File: src/rtl/compute_dispatch_core.sv
// compute_dispatch_core
//
// Purpose:
// The host queues commands. This block pops them one at a time, decodes the opcode and
// starts one of NUM_ENG engines. While that engine runs, it owns the memory ports, and
// its addresses are relocated by the command's operand bases. When no engine is active,
// the host owns the memory. Host writes reach memory only while the dispatcher is idle
// and the queue is empty.
//
// Command word layout: {OP3, OP2, OP1, INS}, with INS in the LSBs.
//   INS == 0                      : NOP, retired without starting an engine
//   INS == OPBASE + k, k<NUM_ENG  : start engine k
//   any other INS                 : illegal, sets err_illegal and retires
//
// Ports:
//   clk, rst_n                       clock and synchronous active-low reset
//   cmd_in/cmd_valid/cmd_ready       command queue push interface
//   host_addr/host_din/host_we       host memory access
//   host_dout                        host read data (mem_doutb)
//   mem_addra/mem_wea/mem_dina       memory write port
//   mem_addrb/mem_doutb              memory read port (1-cycle latency)
//   eng_start/eng_active/eng_op2     engine control
//   eng_rd_addr/eng_wt_addr/eng_we/eng_op2_sel/eng_done/eng_dout
//                                    per-engine requests, packed with engine 0 in the LSBs
//   busy/done_pulse                  status
//   err_illegal/err_timeout          sticky error flags
//   fifo_count                       queue occupancy
module compute_dispatch_core #(
  parameter int unsigned ADDRW      = 10,
  parameter int unsigned DATAW      = 64,
  parameter int unsigned INSW       = 5,
  parameter int unsigned NUM_ENG    = 4,
  parameter int unsigned OPBASE     = 21,
  parameter int unsigned FIFO_DEPTH = 4,
  parameter int unsigned TIMEOUT    = 65535
) (
  input  logic                          clk,
  input  logic                          rst_n,
  input  logic [INSW+3*ADDRW-1:0]       cmd_in,
  input  logic                          cmd_valid,
  output logic                          cmd_ready,
  input  logic [ADDRW-1:0]              host_addr,
  input  logic [DATAW-1:0]              host_din,
  input  logic                          host_we,
  output logic [DATAW-1:0]              host_dout,
  output logic [ADDRW-1:0]              mem_addra,
  output logic                          mem_wea,
  output logic [DATAW-1:0]              mem_dina,
  output logic [ADDRW-1:0]              mem_addrb,
  input  logic [DATAW-1:0]              mem_doutb,
  output logic [NUM_ENG-1:0]            eng_start,
  output logic [NUM_ENG-1:0]            eng_active,
  output logic [ADDRW-1:0]              eng_op2,
  input  logic [NUM_ENG*ADDRW-1:0]      eng_rd_addr,
  input  logic [NUM_ENG*ADDRW-1:0]      eng_wt_addr,
  input  logic [NUM_ENG-1:0]            eng_we,
  input  logic [NUM_ENG-1:0]            eng_op2_sel,
  input  logic [NUM_ENG-1:0]            eng_done,
  input  logic [NUM_ENG*DATAW-1:0]      eng_dout,
  output logic                          busy,
  output logic                          done_pulse,
  output logic                          err_illegal,
  output logic                          err_timeout,
  output logic [$clog2(FIFO_DEPTH):0]   fifo_count
);

  localparam int unsigned CMDW  = INSW + 3 * ADDRW;
  localparam int unsigned PTRW  = (FIFO_DEPTH > 1) ? $clog2(FIFO_DEPTH) : 1;
  localparam int unsigned CNTW  = $clog2(FIFO_DEPTH) + 1;
  localparam int unsigned SLOTS = 1 << PTRW;
  localparam int unsigned EIW   = (NUM_ENG > 1) ? $clog2(NUM_ENG) : 1;

  typedef enum logic [1:0] {StIdle, StIssue, StRun, StRetire} state_e;

  state_e state_q, state_d;

  // Command queue
  logic [CMDW-1:0] fifo_q [SLOTS];
  logic [PTRW-1:0] wr_ptr_q, rd_ptr_q;
  logic [CNTW-1:0] count_q, count_d;
  logic            push, pop;

  // Current command and its decode
  logic [CMDW-1:0]    cmd_q;
  logic [INSW-1:0]    ins;
  logic [ADDRW-1:0]   op1, op2, op3;
  logic               is_nop, is_eng;
  logic [EIW-1:0]     eng_idx;
  logic [NUM_ENG-1:0] sel_oh;
  logic               done_sel;

  // Watchdog
  logic [15:0] cnt_q;
  logic        timeout_hit;

  logic err_illegal_q, err_timeout_q;

  // ---------------------------------------------------------------------------
  // Queue control
  // ---------------------------------------------------------------------------
  // cmd_ready depends only on the registered occupancy. A full queue therefore refuses a
  // push even on a cycle where it is also being popped.
  assign cmd_ready  = (count_q != CNTW'(FIFO_DEPTH));
  assign push       = cmd_valid & cmd_ready;
  assign pop        = (state_q == StIdle) && (count_q != '0);
  assign fifo_count = count_q;

  always_comb begin
    count_d = count_q;
    unique case ({push, pop})
      2'b10:   count_d = count_q + CNTW'(1);
      2'b01:   count_d = count_q - CNTW'(1);
      default: count_d = count_q;
    endcase
  end

  // Queue storage has no reset; the pointers and the count define its contents.
  always_ff @(posedge clk) begin
    if (push) begin
      fifo_q[wr_ptr_q] <= cmd_in;
    end
  end

  // ---------------------------------------------------------------------------
  // Decode of the current command
  // ---------------------------------------------------------------------------
  assign ins = cmd_q[INSW-1:0];
  assign op1 = cmd_q[INSW +: ADDRW];
  assign op2 = cmd_q[INSW+ADDRW +: ADDRW];
  assign op3 = cmd_q[INSW+2*ADDRW +: ADDRW];

  always_comb begin
    int unsigned ins_u;
    ins_u   = 32'(ins);
    is_nop  = (ins == '0);
    is_eng  = !is_nop && (ins_u >= OPBASE) && (ins_u < OPBASE + NUM_ENG);
    eng_idx = EIW'(ins_u - OPBASE);
    sel_oh  = is_eng ? (NUM_ENG'(1) << eng_idx) : '0;
  end

  // Only the selected engine can end RUN; done from any other engine is masked here.
  assign done_sel = |(eng_done & sel_oh);

  // The counter holds the number of RUN cycles already completed, so the hit fires on the
  // TIMEOUT-th RUN cycle.
  assign timeout_hit = (TIMEOUT != 0) && ((32'(cnt_q) + 32'd1) == TIMEOUT);

  // ---------------------------------------------------------------------------
  // FSM: state register
  // ---------------------------------------------------------------------------
  always_ff @(posedge clk) begin
    if (!rst_n) begin
      state_q <= StIdle;
    end else begin
      state_q <= state_d;
    end
  end

  // ---------------------------------------------------------------------------
  // FSM: next state
  // ---------------------------------------------------------------------------
  always_comb begin
    state_d = state_q;
    case (state_q)
      StIdle:   if (count_q != '0) state_d = StIssue;
      StIssue:  state_d = is_eng ? StRun : StRetire;
      StRun:    if (done_sel || timeout_hit) state_d = StRetire;
      StRetire: state_d = StIdle;
      default:  state_d = StIdle;
    endcase
  end

  // ---------------------------------------------------------------------------
  // FSM: outputs
  // ---------------------------------------------------------------------------
  // eng_active is already high in ISSUE, so the engine leaves reset in the same cycle
  // that it sees its start pulse.
  always_comb begin
    eng_start  = '0;
    eng_active = '0;
    done_pulse = 1'b0;
    busy       = (state_q != StIdle) || (count_q != '0);
    case (state_q)
      StIssue: begin
        eng_start  = sel_oh;
        eng_active = sel_oh;
      end
      StRun:    eng_active = sel_oh;
      StRetire: done_pulse = 1'b1;
      default: ;
    endcase
  end

  // ---------------------------------------------------------------------------
  // Datapath registers
  // ---------------------------------------------------------------------------
  always_ff @(posedge clk) begin
    if (!rst_n) begin
      wr_ptr_q      <= '0;
      rd_ptr_q      <= '0;
      count_q       <= '0;
      cmd_q         <= '0;
      cnt_q         <= '0;
      err_illegal_q <= 1'b0;
      err_timeout_q <= 1'b0;
    end else begin
      count_q <= count_d;
      if (push) begin
        wr_ptr_q <= wr_ptr_q + PTRW'(1);
      end
      if (pop) begin
        rd_ptr_q <= rd_ptr_q + PTRW'(1);
        cmd_q    <= fifo_q[rd_ptr_q];
      end
      if (state_q == StIssue) begin
        cnt_q <= '0;
      end else if (state_q == StRun) begin
        cnt_q <= cnt_q + 16'd1;
      end
      if ((state_q == StIssue) && !is_nop && !is_eng) begin
        err_illegal_q <= 1'b1;
      end
      // A done that arrives on the last allowed cycle still wins over the watchdog.
      if ((state_q == StRun) && timeout_hit && !done_sel) begin
        err_timeout_q <= 1'b1;
      end
    end
  end

  assign err_illegal = err_illegal_q;
  assign err_timeout = err_timeout_q;
  assign eng_op2     = op2;
  assign host_dout   = mem_doutb;

  // ---------------------------------------------------------------------------
  // Memory port steering
  // ---------------------------------------------------------------------------
  // The ADDRW-bit sums wrap modulo 2^ADDRW.
  always_comb begin
    int unsigned abase;
    int unsigned dbase;
    abase     = 32'(eng_idx) * ADDRW;
    dbase     = 32'(eng_idx) * DATAW;
    mem_addra = host_addr;
    mem_addrb = host_addr;
    mem_dina  = host_din;
    mem_wea   = host_we && (state_q == StIdle) && (count_q == '0);
    if (eng_active != '0) begin
      mem_addra = op3 + eng_wt_addr[abase +: ADDRW];
      mem_addrb = (eng_op2_sel[eng_idx] ? op2 : op1) + eng_rd_addr[abase +: ADDRW];
      mem_wea   = eng_we[eng_idx];
      mem_dina  = eng_dout[dbase +: DATAW];
    end
  end

endmodule
File: config.mk
export PLATFORM = sky130hd
export DESIGN_NAME = compute_dispatch_core
export DESIGN_NICKNAME = d
export VERILOG_FILES = /design/src/rtl/compute_dispatch_core.sv
export SDC_FILE = /design/constraint.sdc
export NUM_CORES = 1
export LEC_CHECK = 0
export CAP_MARGIN = 20
export CORE_AREA = 2 2 273 275
export DETAILED_ROUTE_END_ITERATION = 10
export DIE_AREA = 0 0 275 277
export DONT_BUFFER_PORTS = 1
export PLACE_DENSITY = 0.3
export SYNTH_ARGS = -nofsm -noshare
export SYNTH_HDL_FRONTEND = slang
export SYNTH_SLANG_ARGS = --single-unit
File: constraint.sdc
create_clock -name clk -period 6.3 [get_ports clk]
set_input_delay 0.63 -clock clk [delete_from_list [all_inputs] [get_ports clk]]
set_output_delay 0.63 -clock clk [all_outputs]
set_load 0.1 [all_outputs]
==> results of run 1 <==
## cells by family after synthesis
family / after synthesis
AO/OA/AOI/OAI: 117
multiplexers: 132
buffers and inverters: 163
flip-flops: 202
XOR/XNOR: 32
adder cells (fa/ha/maj): 37
AND/OR/NAND/NOR: 408
## sequential cells by signal, summed over array words and instances, names as in the netlist
signal,flops
cnt_q,16
fifo_count,3
wr_ptr_q,2
cmd_q,35
rd_ptr_q,2
state_q,2
fifo_q,140
err_illegal,1
err_timeout,1
## through the flow
stage                     worst slack, ns  std cells  hold slack, ns
after detailed placement             1.21       1987           0.455
after global placement               1.24       1979           0.454
after CTS                           0.600       2034           0.136
final                               0.700       2044           0.172
after global routing                0.411       2044           0.148
after floorplan                     0.127       1091           0.434
## how the worst max path moves through the flow
stage | to
after global placement | mem_addrb[8]
after floorplan | mem_addrb[8]
after CTS | mem_addrb[8]
after global routing | mem_addrb[8]
after detailed placement | mem_addrb[8]
final | mem_addrb[8]
## worst max-delay path, cell delays in order (launching register included)
cell,delay (ns)
sky130_fd_sc_hd__dfxtp_4,0.64
sky130_fd_sc_hd__inv_1,0.18
sky130_fd_sc_hd__ha_4,0.32
sky130_fd_sc_hd__buf_12,0.33
sky130_fd_sc_hd__mux4_2,0.45
sky130_fd_sc_hd__ha_1,0.24
sky130_fd_sc_hd__fa_1,0.40
sky130_fd_sc_hd__a21o_1,0.20
sky130_fd_sc_hd__a21oi_1,0.23
sky130_fd_sc_hd__o21bai_1,0.13
sky130_fd_sc_hd__a2111o_1,0.43
sky130_fd_sc_hd__and3_1,0.20
sky130_fd_sc_hd__o31ai_4,0.18
sky130_fd_sc_hd__buf_4,0.33
## metal layers
metal / GRT usage (%) / up-vias / part of all wire [%]
met5: 1.73 / - / 0.33
met4: 2.95 / 16 / 1.5
met3: 23.7 / 82 / 25
met2: 27.6 / 641 / 40
met1: 19.5 / 4418 / 33
li1: - / 3867 / -
## power breakdown
| group | leakage [nW] | total, mW | switching [mW] | internal (mW) |
|---|---|---|---|---|
| Sequential | 1.79 | 2.04 | 0.406 | 1.63 |
| Clock | 0.427 | 1.54 | 0.605 | 0.939 |
| Combinational | 2.73 | 3.35 | 2.10 | 1.25 |
| Total | 4.95 | 6.93 | 3.11 | 3.82 |
## layout make-up
| type | count | area share [%] |
|---|---|---|
| clock buffer | 29 | 4.69 |
| antenna | 5 | 0.0859 |
| timing repair buffer | 71 | 4.83 |
| multi-input combinational | 726 | 42.7 |
| clock inverter | 18 | 1.31 |
| sequential | 202 | 37.4 |
| tap | 969 | 8.32 |
| inverter | 24 | 0.618 |
## cells in the mapped netlist (all sizes together), types with 2 or more instances
master	number	area [um2]
mux2	9	101
mux2i	2	20.0
o21ai	20	100
nor4	2	18.8
nand4	7	43.8
nand2b	3	18.8
a31oi	6	43.8
nand3	12	72.6
a211oi	3	22.5
and2	4	26.3
xnor2	16	140
fa	3	60.1
o211ai	2	15.0
o311ai	3	26.3
clkbuf	32	120
nand2	301	1130
a21oi	56	280
and4b	4	40.0
mux4	121	2730
buf	107	723
xor2	16	140
and3	18	114
or4	4	33.8
nor3	8	51.3
a21o	4	30.0
a2111oi	2	17.5
dfxtp	62	1240
o31ai	4	35.0
o21a	5	37.5
inv	23	86.3
o21bai	3	22.5
or3	8	50.1
nor2	32	123
ha	34	425
edfxtp	140	4200
==> impl_summary.txt, run 1 <==
----------------------------------------------------
[Layout]
  Nets ... 1,613
  Synthesis-to-layout area growth ... 16.7%
  Multi-input combinational cell area ... 6220 um2
  Ratio of cells with drive above 1 in the final layout ... 25.8%
  Final std cell area, no fill ... 14,600 um2
  Fill cells ... 8,024
  Core Util, Final ... 19.8%
  Most common cell after layout, fill and taps aside ... sky130_fd_sc_hd__nand2_1
  Most frequent cells in the layout ... sky130_fd_sc_hd__nand2_1 (300), sky130_fd_sc_hd__edfxtp_1 (140), sky130_fd_sc_hd__mux4_2 (121), sky130_fd_sc_hd__dfxtp_1 (59), sky130_fd_sc_hd__buf_4 (56)
  Register cell area after layout ... 5450 um2

[Hold path]
  Hold path start ... cmd_in[10]
  Number of cells traversed by the worst hold path ... 0
  Kind of path behind the tightest hold check ... in -> reg
  Hold Path End ... fifo_q[3][10]$_DFFE_PP_

[Flow run]
  Total of max-cap violations ... 0

[Routing]
  DRC ... 0
  Count of vias placed by the detailed router ... 9,024
  Overall routed net length ... 79,800 um
  Vias per Instance ... 4.41
  DR WL/cell ... 39.0 um
  Final ANT Viol Nets ... 0
  DRT Pass-1 Iters ... 5
  Iteration-0 DRC Markers ... 562

[Synth]
  Main combinational cell family by area after synthesis ... multiplexers
  Count of different cell masters after synthesis ... 64
  Number of flops mapped to enable cells by yosys ... 140
  Share of the synthesized netlist area taken by xor and xnor gates ... 2.24%
  Number of warnings issued by yosys ... 0
  Summed instance area of the synthesized netlist ... 12,500 um2
  Compound-cell area share of the yosys netlist ... 5.74%
  Main flop type after synthesis ... sky130_fd_sc_hd__edfxtp_1
  Arithmetic-cell share of the synthesized area counting full adders, half adders and majority gates ... 3.89%
  Simple-gate share of the synthesized area ... 14.2%
  Mux cell area share after synthesis ... 22.8%
  Net Count, Synth ... 1,653
  Async SR Flop Fraction ... 0%
  Post-Synthesis Mean Instance Area ... 11.4 um2
  Share of the yosys chip area belonging to registers ... 43.6%
  FF+latch count, synth ... 202
  Synthesized instance count ... 1,091

[Power]
  Pwr dens ... 476 nW/um2
  Overall power consumption ... 6.93 mW
  Worst VDD drop ... 0.293 mV
  Leakage ... 4.95 nW

[Clock network]
  Clock tree from TritonCTS ... built
  Deepest level of the CTS H-tree ... 1
  Cell chosen for the clock root ... sky130_fd_sc_hd__clkbuf_16
  Hold_buf cts ... 0
  Number of gates resized after cts ... 0
  TritonCTS Buffers ... 26
  Clock input transition at the sequential cells of the worst setup and hold paths ... 0.06 ns
  Insertion delay of the later-clocked pin in the worst-skew pair ... 0.56 ns
  Worst-case clock buffer depth ... 3
  Setup fix buffers added after clock tree synthesis ... 0
  Sinks on Clock Net ... 202

[Placement]
  Estimated wirelength of the detail-placed design ... 67,600 um
  I/O Buffers ... 0
  Area post-placement ... 13,600 um2
  Global placement routability congestion ... 0.962

[Timing]
  Slew headroom ... 17.9%
  Time the worst path needs with I/O delays and setup ... 5.60 ns
  Part of the cycle the worst path needs ... 88.9%
  Final count of negative-setup-slack endpoints ... 0
  Transition time at the pin with the least slew margin ... 1.23 ns
  Sum Neg Setup Slack ... 0 ns
  Post-Route Skew ... 0.0257 ns
  FMAX ... 179 MHz
  Pins Over Slew Limit ... 0
  Final count of hold timing violations ... 0
  RSZ-0062 raised after global routing ... no

[Critical path]
  Setup crit start kind ... flop
  Data arrival time of the critical path ... 4.97 ns
  Setup slack of the most critical reg-to-reg path ... 3.05 ns
  FF-to-FF End ... fifo_count[2]$_SDFFE_PN0P_
  Launching instance or port of the critical path ... cmd_q[0]$_SDFFE_PN0P_
  Required time at the endpoint of the critical path ... 5.67 ns
  Number of cells traversed by the worst register-to-register path ... 10
  Critical path capture point type ... output port
  Maximum net fanout on the critical path ... 85
  FF-to-FF Start ... fifo_count[2]$_SDFFE_PN0P_
  Worst setup path category ... reg -> out

[Global routing]
  Wire length of the first global-routing pass ... 98,200 um
  Number of antenna violations at the first check in global routing ... 23
  Largest net degree at the start of global routing ... 86
  Number of global-route vias before repair ... 9,426
  Tot GR Track Use ... 20.0%
  Global route overflow ... 0

[Floorplan]
  Placeable core area ... 73,600 um2
  Die W ... 275 um
  Total I/O pin count ... 700
  FP Rows ... 100
  Total die area ... 76,200 um2
  Starting density of the core ... 17.0%
  Chip height ... 277 um

[Outcome]
  Result of the run ... finished clean

----------------------------------------------------
Note: power is estimated with default switching activity, not from simulation.
==> inputs of run 2 (changes only) <==
CELL_PAD_IN_SITES_DETAIL_PLACEMENT = 0   (was not set)
CELL_PAD_IN_SITES_GLOBAL_PLACEMENT = 1   (was not set)
CORE_AREA = 2 2 270 272   (was 2 2 273 275)
DIE_AREA = 0 0 272 274   (was 0 0 275 277)
PLACE_DENSITY = 0.37   (was 0.3)
==> run 2 against run 1 <==
Global-route usage is 0.71 points lower. Sequential share of layout area is 0.081 points higher. Combinational power hardly changed. Fmax is 0.72% higher. Via count is 1.1% higher. Cell count is 0.54% lower. Clock skew is 0.019 ns lower. First-iteration DRC count is 40% higher. Power is 0.99% higher. Register-to-register slack worse by 0.44 ns. Routed wire length is 5.2% lower.
==> impl_summary.txt, run 2 (synthesized netlist as in run 1, its figures left out) <==
----------------------------------------------------
[Timing]
  Post-Route Skew ... 0.00678 ns
  Final count of hold timing violations ... 0
  Transition time at the pin with the least slew margin ... 1.27 ns
  FMAX ... 180 MHz
  Time the worst path needs with I/O delays and setup ... 5.56 ns
  Part of the cycle the worst path needs ... 88.2%
  Pins Over Slew Limit ... 0
  Final count of negative-setup-slack endpoints ... 0
  RSZ-0062 raised after global routing ... no
  Sum Neg Setup Slack ... 0 ns
  Slew headroom ... 15.4%

[Layout]
  Leading registers by flop count ... fifo_q (140), cmd_q (35), cnt_q (16)
  Most frequent cells in the layout ... sky130_fd_sc_hd__nand2_1 (300), sky130_fd_sc_hd__edfxtp_1 (140), sky130_fd_sc_hd__mux4_2 (121), sky130_fd_sc_hd__dfxtp_1 (59), sky130_fd_sc_hd__buf_4 (56)
  Final std cell area, no fill ... 14,500 um2
  Synthesis-to-layout area growth ... 16.4%
  Flip-flop count of the largest register, all copies and words added ... 140
  Most flop-heavy register ... fifo_q
  Ratio of cells with drive above 1 in the final layout ... 26.2%
  Nets ... 1,607
  Final Instance Count excl. Fillers ... 2,033
  Core Util, Final ... 20.2%
  Most common cell after layout, fill and taps aside ... sky130_fd_sc_hd__nand2_1

[Placement]
  Estimated wirelength of the detail-placed design ... 62,200 um
  Global placement routability congestion ... 0.923
  Cell total after placement ... 1,976
  I/O Buffers ... 0
  Area post-placement ... 13,600 um2

[Clock network]
  TritonCTS Buffers ... 26
  Number of gates resized after cts ... 0
  Deepest level of the CTS H-tree ... 1
  Cell chosen for the clock root ... sky130_fd_sc_hd__clkbuf_16
  Sinks on Clock Net ... 202
  Hold_buf cts ... 0
  Clock input transition at the sequential cells of the worst setup and hold paths ... 0.06 ns
  Clock tree from TritonCTS ... built
  Insertion delay of the later-clocked pin in the worst-skew pair ... 0.54 ns
  Setup fix buffers added after clock tree synthesis ... 0
  Worst-case clock buffer depth ... 3

[Critical path]
  Worst setup path category ... reg -> out
  FF-to-FF End ... fifo_count[2]$_SDFFE_PN0P_
  Critical path capture point type ... output port
  FF-to-FF Start ... fifo_count[2]$_SDFFE_PN0P_
  Data arrival time of the critical path ... 4.93 ns
  Required time at the endpoint of the critical path ... 5.67 ns
  Number of cells traversed by the worst register-to-register path ... 11
  Setup crit start kind ... flop
  Maximum net fanout on the critical path ... 29
  Setup slack of the most critical reg-to-reg path ... 2.61 ns

[Routing]
  Routed wire length on met3 ... 16,700 um
  Highest routing layer actually used ... met5
  Routed met1 length ... 26,000 um
  Vias per Instance ... 4.49
  DR WL/cell ... 37.2 um
  Count of vias placed by the detailed router ... 9,123
  Overall routed net length ... 75,600 um
  Final ANT Viol Nets ... 0
  WL met2 ... 30,500 um
  DRC ... 0
  DRT Pass-1 Iters ... 5
  Iteration-0 DRC Markers ... 788

[Power]
  Worst VDD drop ... 0.165 mV
  Pwr dens ... 481 nW/um2
  Leakage ... 4.94 nW

[Global routing]
  Largest net degree at the start of global routing ... 78
  Global route overflow ... 0
  Wire length of the first global-routing pass ... 94,800 um
  Tot GR Track Use ... 19.3%
  Number of antenna violations at the first check in global routing ... 18
  Number of global-route vias before repair ... 9,374

[Hold path]
  Hold path start ... cmd_in[33]
  Number of cells traversed by the worst hold path ... 0
  Hold Path End ... fifo_q[3][33]$_DFFE_PP_
  Kind of path behind the tightest hold check ... in -> reg

[Floorplan]
  Total I/O pin count ... 700
  Total die area ... 74,500 um2
  Placeable core area ... 72,000 um2
  FP Rows ... 99
  Starting density of the core ... 17.4%
  Chip height ... 274 um
  Die W ... 272 um

[Flow run]
  Total of max-cap violations ... 0

[Outcome]
  Result of the run ... finished clean

----------------------------------------------------
-- run 2: stage by stage --
step / setup WS (ns) / total power [mW] / hold WS (ns)
after global placement: 1.28 / 5.46 / 0.455
after CTS: 0.591 / 7.16 / 0.142
final: 0.740 / 7.00 / 0.183
after floorplan: 0.127 / 4.57 / 0.434
after global routing: 0.430 / 7.41 / 0.150
after detailed placement: 1.21 / 5.45 / 0.452
-- run 2: critical path, stage by stage, from the launching register on --
cell                       delay [ns]
sky130_fd_sc_hd__dfxtp_1         0.43
sky130_fd_sc_hd__inv_1           0.12
sky130_fd_sc_hd__ha_4            0.57
sky130_fd_sc_hd__mux4_2          0.57
sky130_fd_sc_hd__mux2_2          0.40
sky130_fd_sc_hd__ha_1            0.23
sky130_fd_sc_hd__fa_1            0.41
sky130_fd_sc_hd__a21o_1          0.19
sky130_fd_sc_hd__a21oi_1         0.21
sky130_fd_sc_hd__o21bai_1        0.12
sky130_fd_sc_hd__a2111o_1        0.45
sky130_fd_sc_hd__and3_1          0.21
sky130_fd_sc_hd__o31ai_4         0.22
sky130_fd_sc_hd__buf_12          0.21
-- run 2: routing by layer --
metal	up-vias	GRT usage [%]
li1	3870	-
met1	4467	19.7
met2	675	26.7
met3	95	19.8
met4	16	4.60
met5	-	5.01
-- run 2: area by class of cell --
cell class | count | area (um2)
inverters | 24 | 90.1
flip-flops and latches | 202 | 5450
fillers | 7816 | 57400
multi-input cells | 726 | 6220
clock inverters | 18 | 251
diodes | 9 | 22.5
well taps | 959 | 1200
repair buffers | 65 | 601
clock buffers | 30 | 697
-- run 2: worst max-delay path by stage --
stage                          start      endpoint  slack (ns)
2_1_floorplan  cmd_q[0]$_SDFFE_PN0P_  mem_addrb[8]        0.13
3_3_place_gp   cmd_q[1]$_SDFFE_PN0P_  mem_addrb[8]        1.28
3_5_place_dp   cmd_q[1]$_SDFFE_PN0P_  mem_addrb[8]        1.21
4_1_cts        cmd_q[1]$_SDFFE_PN0P_  mem_addrb[8]        0.59
5_1_grt        cmd_q[1]$_SDFFE_PN0P_  mem_addrb[8]        0.43
6_report       cmd_q[1]$_SDFFE_PN0P_  mem_addrb[8]        0.74
-- run 2: power breakdown --
| part | switching, mW | total, mW | internal, mW |
|---|---|---|---|
| combinational | 2.15 | 3.36 | 1.21 |
| sequential | 0.371 | 2.00 | 1.63 |
| clock | 0.597 | 1.63 | 1.04 |
| total | 3.11 | 7.00 | 3.88 |
==> inputs of run 3 (changes only) <==
CAP_MARGIN = not set   (was 20)
PLACE_DENSITY = 0.36   (was 0.37)
==> run 3 against run 2 <==
Via count shrank 0.20%. Combinational power is essentially flat. Global-route usage grew 0.46 points. Clock skew grew 0.016 ns. Fmax shrank 2.1%. Flip-flop and latch count is the same. Non-clock buffer count shrank 2. Sequential power is essentially flat. Critical path depth is the same. Clock-buffer cell count shrank 1. Critical path type unchanged. Critical endpoint is now mem_addra[8]. Highest routed layer unchanged.
==> impl_summary.txt, run 3 (synthesized netlist as in run 1, its figures left out) <==
----------------------------------------------------
[Critical path]
  Number of cells traversed by the worst register-to-register path ... 10
  FF-to-FF Start ... fifo_count[2]$_SDFFE_PN0P_
  FF-to-FF End ... fifo_count[2]$_SDFFE_PN0P_
  Critical path capture point type ... output port
  Maximum net fanout on the critical path ... 76
  Worst setup path category ... reg -> out
  Setup slack of the most critical reg-to-reg path ... 3.11 ns
  Data arrival time of the critical path ... 5.05 ns
  Required time at the endpoint of the critical path ... 5.67 ns
  Capture point of the worst path ... mem_addra[8]
  Launching instance or port of the critical path ... cmd_q[0]$_SDFFE_PN0P_
  Setup crit start kind ... flop

[Routing]
  Overall routed net length ... 77,700 um
  DRT Pass-1 Iters ... 6
  Vias per Instance ... 4.49
  DR WL/cell ... 38.3 um
  DRC ... 0
  Final ANT Viol Nets ... 0
  Count of vias placed by the detailed router ... 9,105
  Iteration-0 DRC Markers ... 642

[Layout]
  Leading registers by flop count ... fifo_q (140), cmd_q (35), cnt_q (16)
  Flip-flop count of the largest register, all copies and words added ... 140
  Synthesis-to-layout area growth ... 14.9%
  Ratio of cells with drive above 1 in the final layout ... 25.5%
  Final std cell area, no fill ... 14,400 um2
  Most frequent cells in the layout ... sky130_fd_sc_hd__nand2_1 (300), sky130_fd_sc_hd__edfxtp_1 (140), sky130_fd_sc_hd__mux4_2 (121), sky130_fd_sc_hd__dfxtp_1 (59), sky130_fd_sc_hd__buf_4 (57)
  Most common cell after layout, fill and taps aside ... sky130_fd_sc_hd__nand2_1
  Fill cells ... 7,903
  Most flop-heavy register ... fifo_q
  Nets ... 1,604

[Timing]
  FMAX ... 176 MHz
  Post-Route Skew ... 0.0230 ns
  Transition time at the pin with the least slew margin ... 1.29 ns
  Time the worst path needs with I/O delays and setup ... 5.68 ns
  Final count of negative-setup-slack endpoints ... 0
  Final count of hold timing violations ... 0
  RSZ-0062 raised after global routing ... no
  PnR worst setup slack ... 0.618 ns
  Part of the cycle the worst path needs ... 90.2%
  Sum Neg Setup Slack ... 0 ns
  Slew headroom ... 13.7%
  Pins Over Slew Limit ... 0

[Power]
  Cell internal pwr ... 3.71 mW
  Worst VDD drop ... 0.188 mV
  Combinational share of power ... 49.5%
  Leakage ... 4.85 nW
  Pwr dens ... 477 nW/um2
  Switching Fraction ... 45.7%
  Power dissipated by switching net loads ... 3.13 mW
  Share of power burned in registers ... 29.5%
  Clk network pwr share ... 21.0%

[Floorplan]
  Total die area ... 74,500 um2
  Die W ... 272 um
  Chip height ... 274 um
  Starting density of the core ... 17.4%
  Placeable core area ... 72,000 um2
  Total I/O pin count ... 700
  FP Rows ... 99

[Global routing]
  M1 GR Usage ... 19.2%
  Number of global-route vias before repair ... 9,229
  Global route overflow ... 0
  Tot GR Track Use ... 19.8%
  Largest net degree at the start of global routing ... 77
  Wire length of the first global-routing pass ... 96,000 um
  GR Layer Usage met3 ... 21.7%
  Met2 capacity usage during global routing ... 27.8%
  Top Usage Layer GRT ... met2
  Number of antenna violations at the first check in global routing ... 28

[Clock network]
  TritonCTS Buffers ... 25
  Hold_buf cts ... 0
  Deepest level of the CTS H-tree ... 1
  Sinks on Clock Net ... 202
  Number of gates resized after cts ... 0
  Clock input transition at the sequential cells of the worst setup and hold paths ... 0.06 ns
  Worst-case clock buffer depth ... 3
  Cell chosen for the clock root ... sky130_fd_sc_hd__clkbuf_16
  Insertion delay of the later-clocked pin in the worst-skew pair ... 0.54 ns
  Setup fix buffers added after clock tree synthesis ... 0
  Clock tree from TritonCTS ... built

[Flow run]
  Total of max-cap violations ... 0

[Placement]
  Estimated wirelength of the detail-placed design ... 64,400 um
  Area post-placement ... 13,500 um2
  I/O Buffers ... 0
  Worst setup timing slack at the placement stage ... 1.26 ns
  Global placement routability congestion ... 0.915

[Hold path]
  Hold path start ... cmd_in[9]
  Kind of path behind the tightest hold check ... in -> reg

[Outcome]
  Result of the run ... finished clean

----------------------------------------------------
## run 3: worst min path at each step
| stage | cells past startpoint | slack [ns] | endpoint |
|---|---|---|---|
| final | 0 | 0.18 | fifo_q[2][9]$_DFFE_PP_ |
| after global routing | 0 | 0.16 | fifo_q[1][8]$_DFFE_PP_ |
| after CTS | 0 | 0.16 | fifo_q[1][1]$_DFFE_PP_ |
| after detailed placement | 2 | 0.44 | cmd_q[7]$_SDFFE_PN0P_ |
| after global placement | 2 | 0.45 | cmd_q[7]$_SDFFE_PN0P_ |
| after floorplan | 2 | 0.43 | cmd_q[10]$_SDFFE_PN0P_ |
## run 3: critical path, stage by stage (launching register included)
cell                        delay, ns
sky130_fd_sc_hd__dfxtp_4         0.55
sky130_fd_sc_hd__inv_1           0.15
sky130_fd_sc_hd__ha_4            0.41
sky130_fd_sc_hd__buf_12          0.32
sky130_fd_sc_hd__mux4_2          0.41
sky130_fd_sc_hd__ha_1            0.22
sky130_fd_sc_hd__fa_1            0.40
sky130_fd_sc_hd__a21o_1          0.18
sky130_fd_sc_hd__a21oi_1         0.23
sky130_fd_sc_hd__o21bai_1        0.14
sky130_fd_sc_hd__a2111oi_0       0.66
sky130_fd_sc_hd__o211ai_1        0.18
sky130_fd_sc_hd__nand3_1         0.14
sky130_fd_sc_hd__buf_4           0.30
## run 3: metal layers
layer,vias up,wire (um)
met3,128,18500
met2,692,31700
met4,26,1730
met1,4409,25000
met5,-,746
li1,3850,-
## run 3: cell type report
type	count	area (um2)	area share [%]
antenna	11	27.5	0.192
clock buffer	29	651	4.53
clock inverter	16	161	1.12
inverter	24	90.1	0.628
multi-input combinational	726	6220	43.4
sequential	202	5450	38.0
tap	959	1200	8.36
timing repair buffer	63	548	3.82
## run 3: power groups by stage
stage	Sequential [mW]	Combinational, mW	Clock (mW)
final	2.02	3.39	1.44
after global routing	2.05	3.63	1.53
after CTS	2.03	3.44	1.49
after detailed placement	2.05	3.41	0
after global placement	2.06	3.43	0
after floorplan	1.80	2.78	0
## run 3: metrics by stage
stage / hold WS, ns / util, % / cells / power [mW]
2_1_floorplan: 0.434 / - / 1091 / 4.57
3_3_place_gp: 0.452 / 18.8 / 1974 / 5.49
3_5_place_dp: 0.445 / 18.8 / 1974 / 5.47
4_1_cts: 0.157 / 19.9 / 2019 / 6.96
5_1_grt: 0.158 / 19.9 / 2029 / 7.21
6_report: 0.185 / 19.9 / 2030 / 6.84
